--- src/rtl/muldiv_unit_if.sv ---
// Request/response bundle for the iterative RV32M multiply/divide unit.
// The master issues operations; the slave returns register-file writes.
interface muldiv_unit_if #(
  parameter int DATA_N = 32
);
  logic              start_i;
  logic [2:0]        op_i;
  logic [DATA_N-1:0] rs1_data;
  logic [DATA_N-1:0] rs2_data;
  logic [4:0]        rd_addr_i;
  logic              busy_o;
  logic              rd_wren;
  logic [4:0]        rd_addr;
  logic [DATA_N-1:0] rd_data;

  modport master (
    output start_i,
    output op_i,
    output rs1_data,
    output rs2_data,
    output rd_addr_i,
    input  busy_o,
    input  rd_wren,
    input  rd_addr,
    input  rd_data
  );

  modport slave (
    input  start_i,
    input  op_i,
    input  rs1_data,
    input  rs2_data,
    input  rd_addr_i,
    output busy_o,
    output rd_wren,
    output rd_addr,
    output rd_data
  );
endinterface

--- src/rtl/muldiv_unit.sv ---
// Iterative RV32M multiply/divide: one bit per cycle, fixed 33-cycle latency.
// Operates on magnitudes; signs are reapplied when the result is presented.
module muldiv_unit #(
  parameter int DATA_N = 32
) (
  input  logic          clk_i,
  input  logic          rst_ni,
  muldiv_unit_if.slave  bus
);

  localparam int N  = DATA_N;
  localparam int N2 = 2 * DATA_N;

  typedef enum logic [1:0] {
    S_IDLE,
    S_CALC,
    S_DONE
  } state_t;

  state_t        r_state;
  state_t        w_next;
  logic [4:0]    r_cnt;
  logic [2:0]    r_op;
  logic [N-1:0]  r_a;
  logic [N-1:0]  r_b;
  logic [N-1:0]  r_mag_b;
  logic [N2-1:0] r_acc;
  logic          r_neg_a;
  logic          r_neg_b;
  logic [4:0]    r_rd;

  logic          w_accept;
  logic          w_sgn_a;
  logic          w_sgn_b;
  logic          w_neg_a;
  logic          w_neg_b;
  logic [N-1:0]  w_mag_a;
  logic [N-1:0]  w_mag_b;
  logic [N:0]    w_mul_sum;
  logic [N2-1:0] w_mul_nxt;
  logic [N:0]    w_div_trial;
  logic          w_div_ok;
  logic [N2-1:0] w_div_nxt;
  logic [N2-1:0] w_prod;
  logic [N-1:0]  w_quo;
  logic [N-1:0]  w_rem;
  logic [N-1:0]  w_res;

  assign w_accept = (r_state == S_IDLE) && bus.start_i;

  always_comb begin
    w_sgn_a = 1'b0;
    w_sgn_b = 1'b0;
    unique case (bus.op_i)
      3'b001: begin w_sgn_a = 1'b1; w_sgn_b = 1'b1; end
      3'b010: begin w_sgn_a = 1'b1; end
      3'b100: begin w_sgn_a = 1'b1; w_sgn_b = 1'b1; end
      3'b110: begin w_sgn_a = 1'b1; w_sgn_b = 1'b1; end
      default: begin end
    endcase
  end

  assign w_neg_a = w_sgn_a & bus.rs1_data[N-1];
  assign w_neg_b = w_sgn_b & bus.rs2_data[N-1];
  assign w_mag_a = w_neg_a ? -bus.rs1_data : bus.rs1_data;
  assign w_mag_b = w_neg_b ? -bus.rs2_data : bus.rs2_data;

  // Multiplier sits in the low half of r_acc and shifts out as product bits shift in.
  assign w_mul_sum = {1'b0, r_acc[N2-1:N]}
                   + (r_acc[0] ? {1'b0, r_mag_b} : {(N+1){1'b0}});
  assign w_mul_nxt = {w_mul_sum, r_acc[N-1:1]};

  // Restoring divide: remainder in the high half, dividend/quotient in the low half.
  assign w_div_trial = r_acc[N2-1:N-1] - {1'b0, r_mag_b};
  assign w_div_ok    = ~w_div_trial[N];
  assign w_div_nxt   = {
    (w_div_ok ? w_div_trial[N-1:0] : r_acc[N2-2:N-1]),
    r_acc[N-2:0],
    w_div_ok
  };

  always_ff @(posedge clk_i or negedge rst_ni) begin
    if (!rst_ni) begin
      r_state <= S_IDLE;
    end else begin
      r_state <= w_next;
    end
  end

  always_comb begin
    w_next = r_state;
    unique case (r_state)
      S_IDLE: if (bus.start_i) w_next = S_CALC;
      S_CALC: if (r_cnt == 5'd31) w_next = S_DONE;
      S_DONE: w_next = S_IDLE;
      default: w_next = S_IDLE;
    endcase
  end

  always_ff @(posedge clk_i or negedge rst_ni) begin
    if (!rst_ni) begin
      r_cnt   <= '0;
      r_op    <= '0;
      r_a     <= '0;
      r_b     <= '0;
      r_mag_b <= '0;
      r_acc   <= '0;
      r_neg_a <= 1'b0;
      r_neg_b <= 1'b0;
      r_rd    <= '0;
    end else if (w_accept) begin
      r_cnt   <= '0;
      r_op    <= bus.op_i;
      r_a     <= bus.rs1_data;
      r_b     <= bus.rs2_data;
      r_mag_b <= w_mag_b;
      r_acc   <= {{N{1'b0}}, w_mag_a};
      r_neg_a <= w_neg_a;
      r_neg_b <= w_neg_b;
      r_rd    <= bus.rd_addr_i;
    end else if (r_state == S_CALC) begin
      r_cnt <= r_cnt + 5'd1;
      r_acc <= r_op[2] ? w_div_nxt : w_mul_nxt;
    end
  end

  assign w_prod = (r_neg_a ^ r_neg_b) ? -r_acc : r_acc;

  // A zero divisor bypasses sign fix-up: all-ones quotient, untouched dividend.
  assign w_quo = (r_b == '0) ? {N{1'b1}}
               : ((r_neg_a ^ r_neg_b) ? -r_acc[N-1:0] : r_acc[N-1:0]);
  assign w_rem = (r_b == '0) ? r_a
               : (r_neg_a ? -r_acc[N2-1:N] : r_acc[N2-1:N]);

  always_comb begin
    w_res = '0;
    unique case (1'b1)
      (r_op == 3'b000):          w_res = w_prod[N-1:0];
      (!r_op[2] && r_op != 0):   w_res = w_prod[N2-1:N];
      (r_op[2] && !r_op[1]):     w_res = w_quo;
      (r_op[2] && r_op[1]):      w_res = w_rem;
      default:                   w_res = '0;
    endcase
  end

  always_comb begin
    bus.busy_o  = (r_state != S_IDLE);
    bus.rd_wren = 1'b0;
    bus.rd_addr = '0;
    bus.rd_data = '0;
    if (r_state == S_DONE) begin
      bus.rd_wren = 1'b1;
      bus.rd_addr = r_rd;
      bus.rd_data = w_res;
    end
  end

endmodule

--- src/flat_wrapper.sv ---
// flat-port wrapper written by rule: the top's interface ports become plain ports
module muldiv_unit_flat 
#(
  parameter int DATA_N = 32
)
  (clk_i, rst_ni, bus_start_i, bus_op_i, bus_rs1_data, bus_rs2_data, bus_rd_addr_i, bus_busy_o, bus_rd_wren, bus_rd_addr, bus_rd_data);
  muldiv_unit_if #(.DATA_N(DATA_N)) bus_i ();
  input  logic clk_i;
  input  logic rst_ni;
  input wire logic [$bits(bus_i.start_i)-1:0] bus_start_i;
  input wire logic [$bits(bus_i.op_i)-1:0] bus_op_i;
  input wire logic [$bits(bus_i.rs1_data)-1:0] bus_rs1_data;
  input wire logic [$bits(bus_i.rs2_data)-1:0] bus_rs2_data;
  input wire logic [$bits(bus_i.rd_addr_i)-1:0] bus_rd_addr_i;
  output wire logic [$bits(bus_i.busy_o)-1:0] bus_busy_o;
  output wire logic [$bits(bus_i.rd_wren)-1:0] bus_rd_wren;
  output wire logic [$bits(bus_i.rd_addr)-1:0] bus_rd_addr;
  output wire logic [$bits(bus_i.rd_data)-1:0] bus_rd_data;
  assign bus_i.start_i = bus_start_i;
  assign bus_i.op_i = bus_op_i;
  assign bus_i.rs1_data = bus_rs1_data;
  assign bus_i.rs2_data = bus_rs2_data;
  assign bus_i.rd_addr_i = bus_rd_addr_i;
  assign bus_busy_o = bus_i.busy_o;
  assign bus_rd_wren = bus_i.rd_wren;
  assign bus_rd_addr = bus_i.rd_addr;
  assign bus_rd_data = bus_i.rd_data;
  muldiv_unit #(.DATA_N(DATA_N)) u_core (.clk_i(clk_i), .rst_ni(rst_ni), .bus(bus_i));
endmodule
--- config.mk ---
export PLATFORM = sky130hd
export DESIGN_NAME = muldiv_unit_flat
export DESIGN_NICKNAME = d
export VERILOG_FILES = /design/src/rtl/muldiv_unit_if.sv /design/src/rtl/muldiv_unit.sv /design/src/flat_wrapper.sv
export SDC_FILE = /design/constraint.sdc
export NUM_CORES = 1
export LEC_CHECK = 0
export BUFFER_PORTS_ARGS = -buffer_cell sky130_fd_sc_hd__clkbuf_2
export CORE_MARGIN = 4
export CORE_UTILIZATION = 35
export DETAILED_ROUTE_END_ITERATION = 8
export PLACE_DENSITY_LB_ADDON = 0.2
export SLEW_MARGIN = 10
export SYNTH_ARGS = -nofsm -noshare
export SYNTH_HDL_FRONTEND = slang
export SYNTH_SLANG_ARGS = --single-unit
export TNS_END_PERCENT = 50
--- constraint.sdc ---
create_clock -name clk_i -period 5.9 [get_ports clk_i]
set_clock_uncertainty 0.15 [all_clocks]
set_input_delay 0.59 -clock clk_i [delete_from_list [all_inputs] [get_ports clk_i]]
set_output_delay 0.59 -clock clk_i [all_outputs]
set_load 0.005 [all_outputs]
* After elaboration in Yosys (flattened, before gate mapping)
Cells that the tools add are included.
Storage, ports and cells: flip-flop bits (word level) 177, input port bits 75, output and inout bits 39, word-level logic and storage cells 69
Operators by class: $add $sub $neg 8, eq/ne operators 9, muxes and demuxes 23, bitwise logic cells 4, reduce and logical (&&, ||, !) cells 15
Operator list (number):
- 32-bit two-way mux | 9
- 64-bit two-way mux | 4
- 32-bit negator | 4
- 32-bit one-hot mux with 4 select lines | 1
- 64-bit negator | 1
- 32-bit by 33-bit adder with 33-bit output | 1
- 33-bit by 32-bit subtractor with 33-bit output | 1
- 32-bit zero test | 1
- 5-bit two-way mux | 3
- 3-bit == test (second input constant) | 2
- 5-bit by 1-bit adder with 5-bit output (second input constant) | 1
- 5-bit == test (second input constant) | 1
- 1-bit logical AND | 4
- 2-bit two-way mux | 2
- 2-bit one-hot mux with 2 select lines | 1
- 2-bit nonzero test | 2
- 4-bit OR reduction | 1
- 3-bit by 1-bit == test with 1-bit output (second input constant) | 1
- 3-bit by 2-bit == test with 1-bit output (second input constant) | 1
- 3-bit zero test | 1
- 1-bit two-way mux | 3
- 3-bit nonzero test | 1
- 3-bit OR reduction | 1
- 1-bit AND | 2
- other kinds (9) | 10

* Depth between registers and ports, before layout
depth after elaboration 6, mapped depth 14, mapped depth without buffers 13

* Worst setup path after synthesis
OpenSTA, ideal clock, no wires.
path kind reg-to-output, from register u_core.r_acc[33], to output bus_rd_data[26], arrival time 3.594 ns, required time 5.160 ns, slack 1.566 ns, cell stages (with the launch flop) 14, buffers on the path 2, cell sequence dfrtp_1 > clkbuf_1 > inv_1 > ha_1 > or3b_4 > or3_4 > or4_4 > or4b_4 > buf_6 > o41ai_4 > xor2_1 > o21ai_1 > a221oi_2 > nor2_1
On the way: longest elaborated chain between the ends 5, elaborated cells between the ends (all ways) 7, classes of those cells add/sub: 2; mux: 5
Ends and longest elaborated chain:
- from (decl) | RTL line muldiv_unit.sv:27 | logic [N2-1:0] r_acc;
- from (signal assigned) | RTL line muldiv_unit.sv:117 | r_acc <= {{N{1'b0}}, w_mag_a};
- from (signal assigned) | RTL line muldiv_unit.sv:123 | r_acc <= r_op[2] ? w_div_nxt : w_mul_nxt;
- 32-bit negator | RTL line muldiv_unit.sv:133 | : (r_neg_a ? -r_acc[N2-1:N] : r_acc[N2-1:N]);
- 32-bit two-way mux | RTL line muldiv_unit.sv:133
- 32-bit two-way mux | RTL line muldiv_unit.sv:132 | assign w_rem = (r_b == '0) ? r_a
- 32-bit one-hot mux with 4 select lines (*) | RTL line muldiv_unit.sv:137 | unique case (1'b1)
- 32-bit two-way mux (*) | RTL line muldiv_unit.sv:151 | if (r_state == S_DONE) begin
- to (decl) | RTL line flat_wrapper.sv:18 | output wire logic [$bits(bus_i.rd_data)-1:0] bus_rd_data;
Every way passes the cells marked *; elsewhere a longest branch is shown, timed or not.

* Worst setup path in the final report
from register u_core.r_acc[32], to output bus_rd_data[26]
Same word-level chain as after synthesis.

==> summary.md <==
| Metric | Value |
|---|---|
| Outcome | finished clean |
| DPL Wire Length | ~43000 um |
| Setup TNS | 0 ns |
| GP Congestion | 0.937 |
| Distinct cell type count after synthesis | 69 |
| Part of the power in registers | between 20 and 25% |
| Min Clock Period, post-route | about 5.1 ns |
| #FFs+latches synth | about 180 |
| WL met3 | 4560 um |
| Static leakage | around 7.6 nW |
| Max-cap viol count | 0 |
| Crit path kind | reg2out |
| Drt wl/cell | between 20 and 25 um |
| Crit. Startpoint | u_core.r_acc[32] |
| Largest net degree at the start of global routing | 85 |
| Die width | roughly 220 um |
| Final setup violation count | 0 |
| Clk network pwr share | roughly a tenth |
| Reg2reg start | u_core.r_acc[32] |
| CTS tree | done |
| Std-Cell Rows | between 70 and 80 |
| Initial DRC count | 1656 |
| Final hold viol count | 0 |
| I/O Pins | about 110 |
| Post-Syn Instances | 2076 |
| Sw Pwr | approximately 6.3 mW |
| Layout cell share with drive strength beyond 1 | under 10% |
| Async set or reset register ratio after synthesis | between 90% and 100% |
| Core box area | between 0.04 and 0.05 mm^2 |
| Element type at the critical path start | flip-flop |
| Post-synth EDFFs | 0 |
| Syn Area/Cell | around 7.5 um^2 |
| Area of the multi-input gates | 0.0105 mm^2 |
| CP Max Fanout | 9 |
| CTS max path bufs | 2 |
| Crit end category | output port |
| Post-CTS setup buffer count | 0 |
| Max Fclk | between 150 and 200 MHz |
| Worst Tran Pin Value | ~1.2 ns |
| Register Area | between 0.004 and 0.005 mm^2 |
| Clock buffer count from CTS | 17 |
| Critical path arrival | around 4.4 ns |
| Initial Util | a little over a third |
| All-Layer GR Usage | between 20% and 30% |
| Ys Warns | 0 |
| Final antenna-violating net count | 0 |
| H-tree depth | 4 |
| Drt drc | 0 |
| Worst R2R Setup Slack | approximately 1.1 ns |
| Antenna cells | 0 |
| Switching Fraction | a little over half |
| Hold_buf cts | 0 |
| Final WL | between 50000 and 60000 um |
| Die Ht | between 200 and 250 um |
| Max Used Layer | met5 |
| Input/output buffers | between 100 and 150 |
| # fillers | approximately 4600 |
| Crit share post-route | roughly 87% |
| Total power | 12.0 mW |
| Clock transition at the registers of the reported paths | 0.08 ns |
| Number of detailed-route iterations in the first pass | 6 |
| DRT met1 WL | roughly 28000 um |
| # nets final | roughly 2200 |
| Synthesized Nets | between 2000 and 2500 |
| Sequential fraction of the synthesis area | between 20% and 30% |
| Clock Latency Late Sink | about 0.46 ns |
| Global-route wire length before repair | approximately 89000 um |
| Routed vias/inst | approximately 5.7 |
| Resize count post-CTS | 0 |
| Vias in the first global route | 14700 |
| Mapped Area | around 0.016 mm^2 |
| Initial antenna violation count | 1 |
| Internal | between 5 and 6 mW |
| Total gr overflow | 0 |
| Count of final max-slew check failures | 0 |
| RSZ-0062 raised after global routing | no |
| Cell area power density | 696 mW/mm^2 |
| Clock Sinks | approximately 180 |
| VDD IR max | ~300 uV |
| Prevailing post-synth register cell | dfrtp_1 |
| Vias | between 15000 and 20000 |
| Worst Path Required | approximately 5.2 ns |
| Logic gate share of total power | approximately two thirds |
| Worst slew margin | between 20% and 30% |
| CTS Root Cell | clkbuf_16 |
| Die footprint | 0.0482 mm^2 |
| Met2 WL post-DR | approximately 24000 um |
| Path category of the worst min-delay check | in2async |
| Area growth syn-to-layout | 10.3% |
-- registers in the layout, summed over array words and instances, names as in the netlist --
signal	cells
u_core.r_rd	5
u_core.r_a	32
u_core.r_op	3
u_core.r_state	2
u_core.r_cnt	5
u_core.r_mag_b	32
u_core.r_b	31
u_core.r_neg_b	1
u_core.r_neg_a	1
u_core.r_acc	64
-- layout by cell type, fill, tap and decap left out, types with 35 or more instances in the layout --
| cell | instances |
|---|---|
| nand2_1 | 391 |
| o21ai_0 | 182 |
| dfrtp_1 | 175 |
| a21oi_1 | 137 |
| nor2_1 | 135 |
| clkbuf_2 | 112 |
| xnor2_1 | 106 |
| xor2_1 | 95 |
| ha_1 | 70 |
| inv_1 | 68 |
| mux2i_1 | 54 |
| o211ai_1 | 44 |
| nor3_1 | 35 |
-- path summary, 6_finish.rpt --
kind                                endpoint  cells past startpoint
min in group clk_i            u_core.r_rd[3]                      3
min reg2reg                   u_core.r_b[28]                      2
max                          bus_rd_data[26]                     12
min                        u_core.r_mag_b[7]                      1
max reg2reg                 u_core.r_acc[57]                     12
max in group asynchronous     u_core.r_op[2]                      2
-- routing by layer --
metal	up-vias	GRT usage, %
met1	7398	35.6
li1	7372	-
met5	-	0
met4	2	6.26
met2	573	33.5
met3	72	5.42
-- synth_stat cells, drive strengths merged (4+ instances only) --
master | number | share of area, %
nand2b | 23 | 0.92
a31oi | 21 | 0.84
nand3 | 22 | 0.70
mux2i | 54 | 3.4
o21a | 9 | 0.43
or3 | 9 | 0.39
nor4 | 32 | 1.3
a21oi | 137 | 4.4
a21o | 24 | 1.1
clkbuf | 133 | 3.2
nor2b | 25 | 1.0
o211ai | 44 | 2.1
nor3 | 35 | 1.1
nand4 | 18 | 0.72
xnor2 | 107 | 6.0
a211oi | 14 | 0.67
xor2 | 97 | 5.4
a221oi | 17 | 0.99
o221ai | 9 | 0.50
and3 | 17 | 0.68
o31ai | 27 | 1.3
dfrtp | 176 | 28
a222oi | 8 | 0.51
buf | 15 | 0.49
inv | 68 | 1.6
ha | 70 | 5.6
nand2 | 392 | 9.4
and2 | 18 | 0.72
nor2 | 137 | 3.3
o41ai | 16 | 1.0
o22ai | 16 | 0.64
a2111oi | 4 | 0.22
o21bai | 9 | 0.43
or4 | 16 | 0.79
o21ai | 183 | 5.8
a22oi | 22 | 1.1
a31o | 4 | 0.22
or2 | 5 | 0.20
mux2 | 4 | 0.29
-- worst max-delay path, cell delays in order, from the launching register on --
cell and delay, ns:
dfrtp_1 0.49, inv_1 0.21, ha_1 0.24, or3b_4 0.41, or3_4 0.36, or4_4 0.53, or4b_4 0.59, nor4_1 0.28
a21oi_1 0.14, xor2_1 0.19, a221oi_2 0.26, nor2_1 0.06, clkbuf_2 0.14
-- power by group through the flow --
| stage | sequential (mW) | clock [mW] | combinational [mW] |
|---|---|---|---|
| 2_1_floorplan | 2.20 | 0 | 6.15 |
| 3_3_place_gp | 2.63 | 0 | 8.02 |
| 3_5_place_dp | 2.65 | 0 | 8.05 |
| 4_1_cts | 2.63 | 1.20 | 8.09 |
| 5_1_grt | 2.73 | 1.24 | 9.08 |
| 6_report | 2.66 | 1.17 | 8.20 |
-- cell families after synthesis --
| logic type | synth area share [%] |
|---|---|
| simple gates | 22.1 |
| mux | 3.74 |
| fa+ha+maj | 5.85 |
| flops | 28.1 |
| xor+xnor | 11.4 |
| compound gates | 23.5 |
| buf+inv | 5.30 |
-- cell type report --
cell class | count | share of cell area, %
Clock buffer | 19 | 2.56
Clock inverter | 11 | 0.767
Inverter | 68 | 1.48
Multi-Input combinational cell | 1684 | 60.7
Sequential cell | 176 | 25.5
Tap cell | 592 | 4.28
Timing Repair Buffer | 144 | 4.74
-- metrics by stage --
stage	area [um^2]	hold WS (ns)	setup slack (ns)	std cells	util, %
after floorplan	15700	0.144	1.57	2076	-
after global placement	16700	0.304	1.33	2664	37.8
after detailed placement	16700	0.308	1.14	2664	37.8
after CTS	17300	0.0345	0.801	2694	39.1
after global routing	17300	0.0570	0.491	2694	39.1
final	17300	0.0118	0.785	2694	39.1
Power figures use the tool's default switching activity.
